<file path="src/rtl/seq_pourer.sv">
// Serialises a length descriptor plus packed 2-bit-per-base words into one {valid, base} symbol
// per cycle with pouring framing; optional SEQ_POURER_CNT_EN adds a per-sequence symbol counter.
module seq_pourer #(
  parameter int unsigned WORD_BASES = 16,
  parameter int unsigned LEN_BITS   = 10
) (
  input  logic                    clk,
  input  logic                    rst_n,
  input  logic                    seq_valid_i,
  input  logic [LEN_BITS-1:0]     seq_len_i,
  output logic                    seq_ready_o,
  input  logic                    word_valid_i,
  input  logic [2*WORD_BASES-1:0] word_i,
  output logic                    word_ready_o,
  input  logic                    full_i,
  output logic [2:0]              q_o,
  output logic                    pouring_o,
  output logic                    pouring_last_o,
`ifdef SEQ_POURER_CNT_EN
  output logic [LEN_BITS-1:0]     sym_cnt_o,
`endif
  output logic                    busy_o
);

  localparam int unsigned WordW = 2 * WORD_BASES;
  localparam int unsigned LeftW = $clog2(WORD_BASES + 1);

  typedef enum logic [1:0] {StIdle, StPour, StEnd} state_e;

  state_e              state_q, state_d;
  logic [LEN_BITS-1:0] remaining_q, remaining_d;
  logic [LeftW-1:0]    word_left_q, word_left_d;
  logic [WordW-1:0]    word_q, word_d;
  logic [2:0]          q_q, q_d;
  logic                pouring_q, pouring_d;
  logic                last_q, last_d;

  logic                word_acc, fresh, emit;
  logic [WordW-1:0]    cur_word;
  logic [LeftW-1:0]    cur_left;
  logic [LEN_BITS-1:0] rem_after;

  // Bases a newly accepted word contributes; the tail of the final word is dropped.
  function automatic logic [LeftW-1:0] chunk(input logic [LEN_BITS-1:0] rem);
    if (32'(rem) >= WORD_BASES) return LeftW'(WORD_BASES);
    return LeftW'(rem);
  endfunction

  assign seq_ready_o  = rst_n & (state_q == StIdle);
  // Requiring remaining > word_left stops a word of the next sequence being swallowed.
  assign word_ready_o = (state_q == StPour) & (remaining_q > LEN_BITS'(word_left_q)) &
                        ((word_left_q == '0) | ((word_left_q == LeftW'(1)) & ~full_i));

  always_comb begin
    word_acc  = word_valid_i & word_ready_o;
    fresh     = word_acc & (word_left_q == '0);
    // An empty register is bypassed so the first base leaves in the accept cycle.
    cur_word  = fresh ? word_i : word_q;
    cur_left  = fresh ? chunk(remaining_q) : word_left_q;
    emit      = (state_q == StPour) & (cur_left != '0) & ~full_i;
    rem_after = emit ? remaining_q - LEN_BITS'(1) : remaining_q;

    state_d     = state_q;
    remaining_d = remaining_q;
    word_left_d = word_left_q;
    word_d      = word_q;
    q_d         = 3'b000;
    pouring_d   = 1'b0;
    last_d      = 1'b0;

    unique case (state_q)
      StIdle: begin
        if (seq_valid_i) begin
          remaining_d = seq_len_i;
          word_left_d = '0;
          state_d     = (seq_len_i == '0) ? StEnd : StPour;
        end
      end
      StPour: begin
        pouring_d = pouring_q;
        if (remaining_q == '0) begin
          state_d   = StIdle;
          pouring_d = 1'b0;
        end else begin
          remaining_d = rem_after;
          word_d      = cur_word;
          word_left_d = cur_left;
          if (emit) begin
            q_d         = {1'b1, cur_word[1:0]};
            pouring_d   = 1'b1;
            last_d      = (rem_after == '0);
            word_d      = cur_word >> 2;
            word_left_d = cur_left - LeftW'(1);
          end
          if (word_acc && !fresh) begin
            word_d      = word_i;
            word_left_d = chunk(rem_after);
          end
        end
      end
      StEnd: begin
        if (last_q) begin
          state_d = StIdle;
        end else if (!full_i) begin
          last_d = 1'b1;
        end
      end
      default: state_d = StIdle;
    endcase
  end

  always_ff @(posedge clk or negedge rst_n) begin
    if (!rst_n) begin
      state_q     <= StIdle;
      remaining_q <= '0;
      word_left_q <= '0;
      word_q      <= '0;
      q_q         <= 3'b000;
      pouring_q   <= 1'b0;
      last_q      <= 1'b0;
    end else begin
      state_q     <= state_d;
      remaining_q <= remaining_d;
      word_left_q <= word_left_d;
      word_q      <= word_d;
      q_q         <= q_d;
      pouring_q   <= pouring_d;
      last_q      <= last_d;
    end
  end

`ifdef SEQ_POURER_CNT_EN
  logic [LEN_BITS-1:0] sym_cnt_q;

  always_ff @(posedge clk or negedge rst_n) begin
    if (!rst_n) begin
      sym_cnt_q <= '0;
    end else if ((state_q == StIdle) && seq_valid_i) begin
      sym_cnt_q <= '0;
    end else if (emit) begin
      sym_cnt_q <= sym_cnt_q + LEN_BITS'(1);
    end
  end

  assign sym_cnt_o = sym_cnt_q;
`endif

  assign q_o            = q_q;
  assign pouring_o      = pouring_q;
  assign pouring_last_o = last_q;
  assign busy_o         = (state_q != StIdle);

endmodule

</file>
<file path="config.mk">
export PLATFORM = sky130hd
export DESIGN_NAME = seq_pourer
export DESIGN_NICKNAME = d
export VERILOG_FILES = /design/src/rtl/seq_pourer.sv
export SDC_FILE = /design/constraint.sdc
export NUM_CORES = 1
export LEC_CHECK = 0
export BUFFER_PORTS_ARGS = -buffer_cell sky130_fd_sc_hd__buf_4
export CAP_MARGIN = 0
export CORE_ASPECT_RATIO = 0.5
export CORE_MARGIN = 3
export CORE_UTILIZATION = 53
export DETAILED_ROUTE_END_ITERATION = 8
export PLACE_DENSITY = 0.79
export SETUP_SLACK_MARGIN = 0.05
export SYNTH_ARGS = -nofsm -noshare
export SYNTH_HDL_FRONTEND = slang
export SYNTH_SLANG_ARGS = --single-unit
</file>
<file path="constraint.sdc">
create_clock -name clk -period 3.4 [get_ports clk]
set_clock_uncertainty 0.2 [all_clocks]
set_input_delay 0.68 -clock clk [delete_from_list [all_inputs] [get_ports clk]]
set_output_delay 0.68 -clock clk [all_outputs]
set_load 0.05 [all_outputs]
</file>
### Yosys cells after proc, flatten, opt, wreduce, memory -nomap -nowiden

Cells that the tools add are included.
W data, S select, Z words.

* input port bits: 47
* output and inout port bits: 8
* register bits after elaboration: 54
* word-level logic and storage cells: 82

* add/sub/neg operators: 2
* multiplexer cells: 38
* bitwise logic cells: 11
* magnitude comparators: 3
* reduce and logical (&&, ||, !) cells: 13
* equality and inequality tests: 8

Operators with widths (count)
* $mux W32: 3
* $mux W5: 9
* $logic_not A10 Y1: 3
* $mux W10: 3
* $ge A10 B5 Y1 const B: 2
* $pmux W10 S2: 1
* $mux W1: 12
* $gt A10 B5 Y1: 1
* $pmux W5 S2: 1
* $sub A10 B1 Y10 const B: 1
* $mux W3: 3
* $and A1 B1 Y1: 8
* $mux W2: 4
* $ne A2 B2 Y1 const B: 3
* $pmux W2 S3: 1
* $reduce_and A3 Y1: 2
* $eq A5 B1 Y1 const B: 1
* $logic_not A5 Y1: 1
* $reduce_bool A5 Y1: 1
* $sub A5 B1 Y5 const B: 1
* $reduce_bool A2 Y1: 2
* $ne A3 B2 Y1 const B: 1
* $eq A2 B1 Y1 const B: 1
* $eq A2 B2 Y1 const B: 1
* 8 further kinds: 9

### Depth between registers and ports, before layout

Gate-level depths: netlist (run 1).

* depth in word-level cells: 20
* mapped depth: 16
* mapped depth without buffers: 13

### Worst setup path after synthesis (run 1)

OpenSTA, ideal clock, no wires.

* path kind: reg2reg
* from: register word_left_q[3]
* to: register word_left_q[4]
* path slack: -0.753 ns
* data arrival time: 3.832 ns
* cell stages (with the launch flop): 14
* library setup time: 0.122 ns
* path buffers: 1
* period minus slack after synthesis: 4.153 ns
* data required time: 3.078 ns
* cell sequence: dfrtp_1 inv_1 ha_1 nand4b_1 o21bai_1 a311oi_2 a41oi_2 ha_1 a41oi_1 a31oi_4 buf_4 o22ai_2 nand4_1 a32o_1

* word-level cells in the longest chain between the ends: 20
* elaborated cells between the ends (all ways): 27
* those cells by class: add/sub (1); order compare (2); eq/ne (1); mux (11); bitwise (8); reduce/logical (4)

Ends and longest elaborated chain
* start, declared: line 32 `logic [LeftW-1:0] word_left_q, word_left_d;`
* start signal, assigned: line 124 `word_left_q <= word_left_d;`
* parallel branches: the longest is 3 deep, another holds $gt A10 B5 Y1
* $and A1 B1 Y1 *: line 51 `assign word_ready_o = (state_q == StPour) & (remaining_q > LEN_BITS'(word_left_q)) &`
* named net word_ready_o: line 14 `output logic word_ready_o,`
* $and A1 B1 Y1 *: line 55 `word_acc = word_valid_i & word_ready_o;`
* $and A1 B1 Y1: line 56 `fresh = word_acc & (word_left_q == '0);`
* $mux W5: line 59 `cur_left = fresh ? chunk(remaining_q) : word_left_q;`
* $reduce_bool A5 Y1: line 60 `emit = (state_q == StPour) & (cur_left != '0) & ~full_i;`
* $and A1 B1 Y1 (2 in series): line 60
* (+2 left out)
* $mux W1: line 45 `if (32'(rem) >= WORD_BASES) return LeftW'(WORD_BASES);`
* $mux W1: line 95 `if (word_acc && !fresh) begin`
* $mux W1: line 81 `if (remaining_q == '0) begin`
* $mux W1: line 71 `unique case (state_q)`
* $mux W5: line 46 `return LeftW'(rem);`
* $mux W5 *: line 95
* $mux W5 *: line 81
* $pmux W5 S2 *: line 71

Mark *: on every way through the listed nets, which the timed path passes. The select of a mux whose other input is x is not followed.
A chain may end at the register's enable or synchronous reset.

### Worst setup path after layout (run 1)

* from: register remaining_q[9]
* to: register word_left_q[4]

* word-level cells in the longest chain between the ends: 19
* elaborated cells between the ends (all ways): 30
* those cells by class: add/sub (2); order compare (3); eq/ne (1); mux (13); bitwise (6); reduce/logical (5)

Ends and longest elaborated chain
* start, declared: line 31 `logic [LEN_BITS-1:0] remaining_q, remaining_d;`
* start signal, assigned: line 123 `remaining_q <= remaining_d;`
* $gt A10 B5 Y1: line 51
* $and A1 B1 Y1 (2 in series): line 51
* $and A1 B1 Y1: line 55
* $and A1 B1 Y1: line 56
* $mux W5: line 59
* $reduce_bool A5 Y1: line 60
* $and A1 B1 Y1 (2 in series): line 60
* $mux W10: line 61 `rem_after = emit ? remaining_q - LEN_BITS'(1) : remaining_q;`
* $ge A10 B5 Y1: line 45
* $mux W1: line 45
* $mux W1: line 95
* $mux W1: line 81
* $mux W1: line 71
* $mux W5: line 46
* $mux W5: line 95
* $mux W5: line 81
* $pmux W5 S2: line 71

Parallel ways exist; a longest one is shown, timed or not. The select of a mux whose other input is x is not followed.

==> reports/metrics.yaml, run 1 <==
outcome: "complete, no violations"
ant_nets: 0
required_ps: 3390
synthCells: 599
fin_crit_ps: 3360
synth.cell_area_mm2: 0.00422
slew-limit-headroom_pct: 50.1
cts_buffer_depth: 2
avgSynthCellArea_um2: 7.05
tightestPinTransition_ps: 749
core.rowCount: 22
total_power_mw: 5.49
end_kind: "flop"
finalCritPeriodShare_pct: 98.9
portBuffers: 54
clk_pin_slew_ps: 70
wl_per_cell_um: 17.3
synth_area_leader_cell: "dfrtp_1"
clk_latency_ps: 300
grt_antenna_before_repair: 0
die_w_um: 132
syn_nets: 656
rsz0062_at_grt: "yes"
die-area_mm2: 0.00914
power_frac_clock_pct: 11.2
slew_viol_final: 0
synthFlopType: "dfrtp_1"
die_y_um: 69.1
top_layer_used: "met4"
yosys.area.top_type_share_pct: 32.0
post-dp-hpwl_um: 8970
leakagePower_nw: 2.41
drt-initial-drc-count: 600
drt-total-wl_um: 13400
ys_seq_elements: 54
num_antenna_cells: 0
grt_pass1_wl_um: 21500
initial_core_util_pct: 56.2
remaining_drc_errors: 0
gp_congestion: 0.967
combPwrFrac_pct: 68.1
final_common_cell: "nand2_1"
start_kind: "flop"
htree_levels: 2
cts_tree: "built"
final_nets: 725
first_global_vias: 4145
synth_area_leaders: "dfrtp_1, nand2_1, nand3_1, a21oi_1, nor2_1"
cts.hold.buffers_added: 0
routed-wl-met3_um: 1180
setup_viol: 0
p_switching_mw: 2.72
switching_share_pct: 49.4
layout_common_cells: "nand2_1, buf_4, nand3_1"
worstPathArrival_ps: 3350
power.internal_mw: 2.78
ios: 55
met1_length_um: 5990
viasPerCell: 6.14
pwr-share-seq_pct: 20.7
cts_root_buf: "clkbuf_16"
max_freq_mhz: 297
synth.distinct_cells: 60
wl_met2_um: 6050
drive_gt1_share_pct: 24.4
async_flop_share_pct: 100
setup_tns_ps: 0
synth_seq_area_share_pct: 32.0
numCtsBuffers: 5
area_growth_pct: 27.7
drv_cap: 0
p_per_area_mw_per_mm2: 1020
grt_start_max_net_pins: 55
yosysWarnings: 0
crit_fanout: 7
grt_overflow: 0
hold_viol: 0
synth_edf_count: 0
worst-setup-path-type: "reg2reg"
hp-class: "reg2reg"
numClockSinks: 54
drt_first_pass_iters: 5
grt.total_usage_pct: 28.3
coreArea_mm2: 0.00751
irDropWorstVdd_mv: 0.384
vias: 4762
-- through the flow --
stage          instance area (µm²)  hold WS, ps  worst slack [ps]  utilization, %  cells
4_1_cts                       5260          288              12.4            70.0    769
3_3_place_gp                  5060          262              82.7            67.4    762
6_report                      5400          285              38.2            71.8    776
3_5_place_dp                  5060          271              -105            67.4    762
2_1_floorplan                 4390          184              -193               -    599
5_1_grt                       5400          314              -104            71.8    776
-- sequential cells by signal, indices dropped and copies added (netlist names) --
register	cells
word_q	32
remaining_q	10
word_left_q	5
q_o	3
state_q	2
pouring_last_o	1
pouring_o	1
-- worst paths after layout --
check	startpoint	endpoint	slack, ps	cells after the start
max	remaining_q[9]$_DFFE_PN0P_	word_left_q[4]$_DFFE_PN0P_	40	11
min	pouring_o$_DFFE_PN0P_	pouring_o$_DFFE_PN0P_	290	2
max reg2reg	remaining_q[9]$_DFFE_PN0P_	word_left_q[4]$_DFFE_PN0P_	40	11
min reg2reg	pouring_o$_DFFE_PN0P_	pouring_o$_DFFE_PN0P_	290	2
max in group asynchronous	rst_n	word_q[13]$_DFFE_PN0P_	2160	2
min in group asynchronous	rst_n	remaining_q[4]$_DFFE_PN0P_	320	2
-- cell families after synthesis --
kind of cell,synth area share [%]
xor gates and xnor gates,0.622
adders and majority gates,2.96
AOI/OAI and AO/OA,21.4
and+or+nand+nor,36.0
muxes,0.711
buffers and inverters,6.31
DFF,32.0
-- Yosys cell counts, types with 4 or more instances --
cell type / n
a21oi_1: 81
a31oi_1: 6
a41oi_1: 4
and2_1: 4
buf_2: 12
buf_4: 5
clkbuf_1: 22
dfrtp_1: 54
ha_1: 10
inv_1: 13
nand2_1: 145
nand3_1: 92
nand4_1: 6
nor2_1: 46
nor2b_1: 4
nor3_1: 7
nor4_1: 4
o21ai_0: 11
o21ai_1: 7
o22ai_1: 6
-- final cells by class --
type,instances,area [µm²]
clock buffers,6,139
clock inverters,1,30.0
fillers,644,2120
inverters,13,48.8
multi-input cells,489,2830
flip-flops and latches,54,1350
well taps,108,135
repair buffers,105,863
-- power groups by stage --
stage	Clock, mW	Combinational, mW	Sequential [mW]
detailed placement	0	3.48	1.14
finish	0.613	3.74	1.14
CTS	0.612	3.53	1.13
floorplan	0	2.46	1.18
global route	0.633	4.08	1.17
global placement	0	3.41	1.13
-- what timing repair did --
item	CTS	global route
buffers inserted	0	6
gates cloned	0	1
pin swaps	1	13
gates resized for setup	4	13
setup endpoints to repair	41	44
-- routing by layer --
layer	vias to the layer above	track usage (%)
met5	-	0
met4	0	7.14
met3	18	5.47
met2	245	42.5
met1	2250	42.0
li1	2249	-
-- critical path, cell delays in order (launching register included) --
cell and delay (ps):
dfrtp_1 390, or4_4 570, nor3_4 280, a311oi_4 100, a41oi_2 210, ha_2 250
a41oi_4 120, a31oi_4 360, nor3_2 110, nor2b_2 150, nand4_1 190, a32o_1 320
No activity file was read; power rests on OpenSTA's default activity.
==> run 2: changes to the inputs <==
- CORE_ASPECT_RATIO: 0.5 -> 1.75
==> run 2 against run 1 <==
Against the previous run:
- the flow now finishes with violations (setup timing)
- critical endpoint is now word_left_q[1]$_DFFE_PN0P_
- design area increased by 7.8%
- wire length grew 19%
- clock-buffer cell count rose by 1
- worst hold slack worse by 6.0 ps
- via count up 8.0%
- global-route usage is 4.8 points higher
- sequential share of layout area is 1.8 points lower
- combinational power increased by 15%
==> reports/metrics.yaml, run 2 (synthesis results as in run 1) <==
outcome: "finished, violations left"
violations: "setup timing"
clk_latency_ps: 300  # about the same
dp.cells: 751  # -1.4%
htree_levels: 2  # unchanged
irDropWorstVdd_mv: 0.631  # +64%
wl_per_cell_um: 20.7  # +20%
grt.total_usage_pct: 33.2  # +4.8 points
cts.hold.buffers_added: 0  # unchanged
required_ps: 3410  # +20 ps
end_kind: "flop"
ant_nets: 0  # unchanged
power.internal_mw: 2.99  # +7.8%
switching_share_pct: 50.5  # +1.0 points
gp_congestion: 0.992  # +2.6%
path_common_cell: "buf_4"
rsz0062_at_grt: "yes"
coreArea_mm2: 0.00767  # +2.1%
power_frac_clock_pct: 9.5  # -1.7 points
core.rowCount: 42  # +91%
setup_tns_ps: -10.5  # -10.5 ps
fin_crit_ps: 3410  # +48.6 ps
drt-total-wl_um: 16000  # +19%
worst_path_max_delay_cell: "dfrtp_1"
leakagePower_nw: 2.62  # +8.7%
drive_gt1_share_pct: 34.6  # +10 points
cpPeakStageDelay_ps: 430  # -140 ps
p_switching_mw: 3.05  # +12%
final_cells: 772  # -0.52%
num_antenna_cells: 0  # unchanged
grt_antenna_before_repair: 0  # unchanged
cts_root_buf: "clkbuf_16"
worst-setup-path-type: "reg2reg"
first_global_vias: 4753  # +15%
hp-start: "pouring_o$_DFFE_PN0P_"
cts_buffer_depth: 2  # unchanged
largest-register: "word_q"
die_w_um: 73.5  # -44%
start_kind: "flop"
vias: 5144  # +8.0%
layout_common_cells: "nand2_1, buf_4, a21oi_1"
slew_viol_final: 0  # unchanged
die_y_um: 124  # +80%
final_nets: 740  # +2.1%
timing.rr.start: "word_left_q[2]$_DFFE_PN0P_"
drt_first_pass_iters: 6  # +1
numCtsBuffers: 5  # unchanged
max_freq_mhz: 293  # -1.4%
hp-class: "reg2reg"
cp_num_buf_inv: 4  # +4
post-dp-hpwl_um: 10500  # +17%
numClockSinks: 54  # unchanged
drv_cap: 0  # unchanged
final_common_cell: "nand2_1"
p_per_area_mw_per_mm2: 1040  # +2.0%
area_growth_pct: 37.7
viasPerCell: 6.66  # +8.6%
initial_core_util_pct: 55.1  # -1.2 points
clk_pin_slew_ps: 80  # about the same
largestRegisters: "word_q: 32 flops, remaining_q: 10 flops, word_left_q: 5 flops"
ios: 55  # unchanged
grt_start_max_net_pins: 55  # unchanged
cts_tree: "built"
worstPathArrival_ps: 3420  # +70 ps
finalWorstSetupSlack_ps: -10.5  # -48.6 ps
setup_viol: 1  # +1
combPwrFrac_pct: 71.2  # +3.1 points
largest_reg_flops: 32  # unchanged
path_cells: "inv_2 > ha_4 > nand4b_1 > buf_4 > nor3_4 > a311oi_4 > a41oi_2 > ha_2 > a41oi_4 > a31oi_4 > buf_12 > o21ai_1 > nor2b_4 > nand4_1 > buf_4 > o31ai_2"
drt-initial-drc-count: 457  # -24%
pwr-share-seq_pct: 19.3  # -1.4 points
slew-limit-headroom_pct: 50.9  # +0.79 points
die-area_mm2: 0.00912  # -0.24%
grt_overflow: 0  # unchanged
finalCritPeriodShare_pct: 100  # +1.4 points
crit_start: "word_left_q[2]$_DFFE_PN0P_"
crit_fanout: 6  # -1
tightestPinTransition_ps: 737  # -11.9 ps
portBuffers: 54  # unchanged
remaining_drc_errors: 0  # unchanged
grt_pass1_wl_um: 23600  # +10%
hold_viol: 0  # unchanged
total_power_mw: 6.04  # +10%
crit_family: "compound AO/OA/AOI/OAI gates"
run 2: final timing paths:
kind	endpoint	slack [ps]	cells after the start
worst min register to register	pouring_o$_DFFE_PN0P_	280	2
min in group asynchronous	remaining_q[2]$_DFFE_PN0P_	370	2
worst min-delay path	pouring_o$_DFFE_PN0P_	280	2
worst max register to register	word_left_q[1]$_DFFE_PN0P_	-10	16
max in group asynchronous	remaining_q[0]$_DFFE_PN0P_	2140	2
worst max-delay path	word_left_q[1]$_DFFE_PN0P_	-10	16
run 2: per-layer routing:
metal	routed length, µm	GRT usage [%]	share of wire [%]	vias up
li1	-	-	-	2281
met1	5420	38.6	34	2451
met2	8430	56.9	53	311
met3	926	4.28	5.8	101
met4	1190	19.2	7.4	0
met5	0	0	0	-
run 2: per-stage QoR:
| step | util (%) | hold slack (ps) | setup slack, ps | area [µm²] |
|---|---|---|---|---|
| finish | 75.8 | 279 | -10.5 | 5820 |
| global route | 75.8 | 321 | -119 | 5820 |
| CTS | 69.3 | 282 | 27.7 | 5320 |
| detailed placement | 65.9 | 263 | -134 | 5060 |
| global placement | 65.9 | 267 | -82.3 | 5060 |
| floorplan | - | 184 | -193 | 4390 |
run 2: final cells by class:
class / instances / area [µm²]
Inverter: 13 / 48.8
Sequential cell: 54 / 1350
Clock inverter: 1 / 8.76
Tap cell: 88 / 110
Timing Repair Buffer: 120 / 1010
Clock buffer: 7 / 153
Multi-Input combinational cell: 489 / 3140
Fill cell: 570 / 1850
run 2: repair_timing:
item / in CTS / in global routing
gates cloned: 0 / 3
pin swaps: 12 / 53
resized for setup: 16 / 84
endpoints found under the setup margin: 27 / 43
buffers inserted: 4 / 6
hold endpoints to repair: 0 / 0
run 2: tightest hold or removal path, cell delays in order (launching register included):
cell and delay (ps):
dfrtp_1 340, nand2_1 50, nand2_1 60
run 2: power groups by stage:
stage | sequential [mW] | combinational, mW | clock, mW
after floorplan | 1.18 | 2.46 | 0
after global placement | 1.14 | 3.44 | 0
after detailed placement | 1.15 | 3.52 | 0
after CTS | 1.14 | 3.64 | 0.578
after global routing | 1.19 | 4.69 | 0.594
final | 1.17 | 4.30 | 0.575
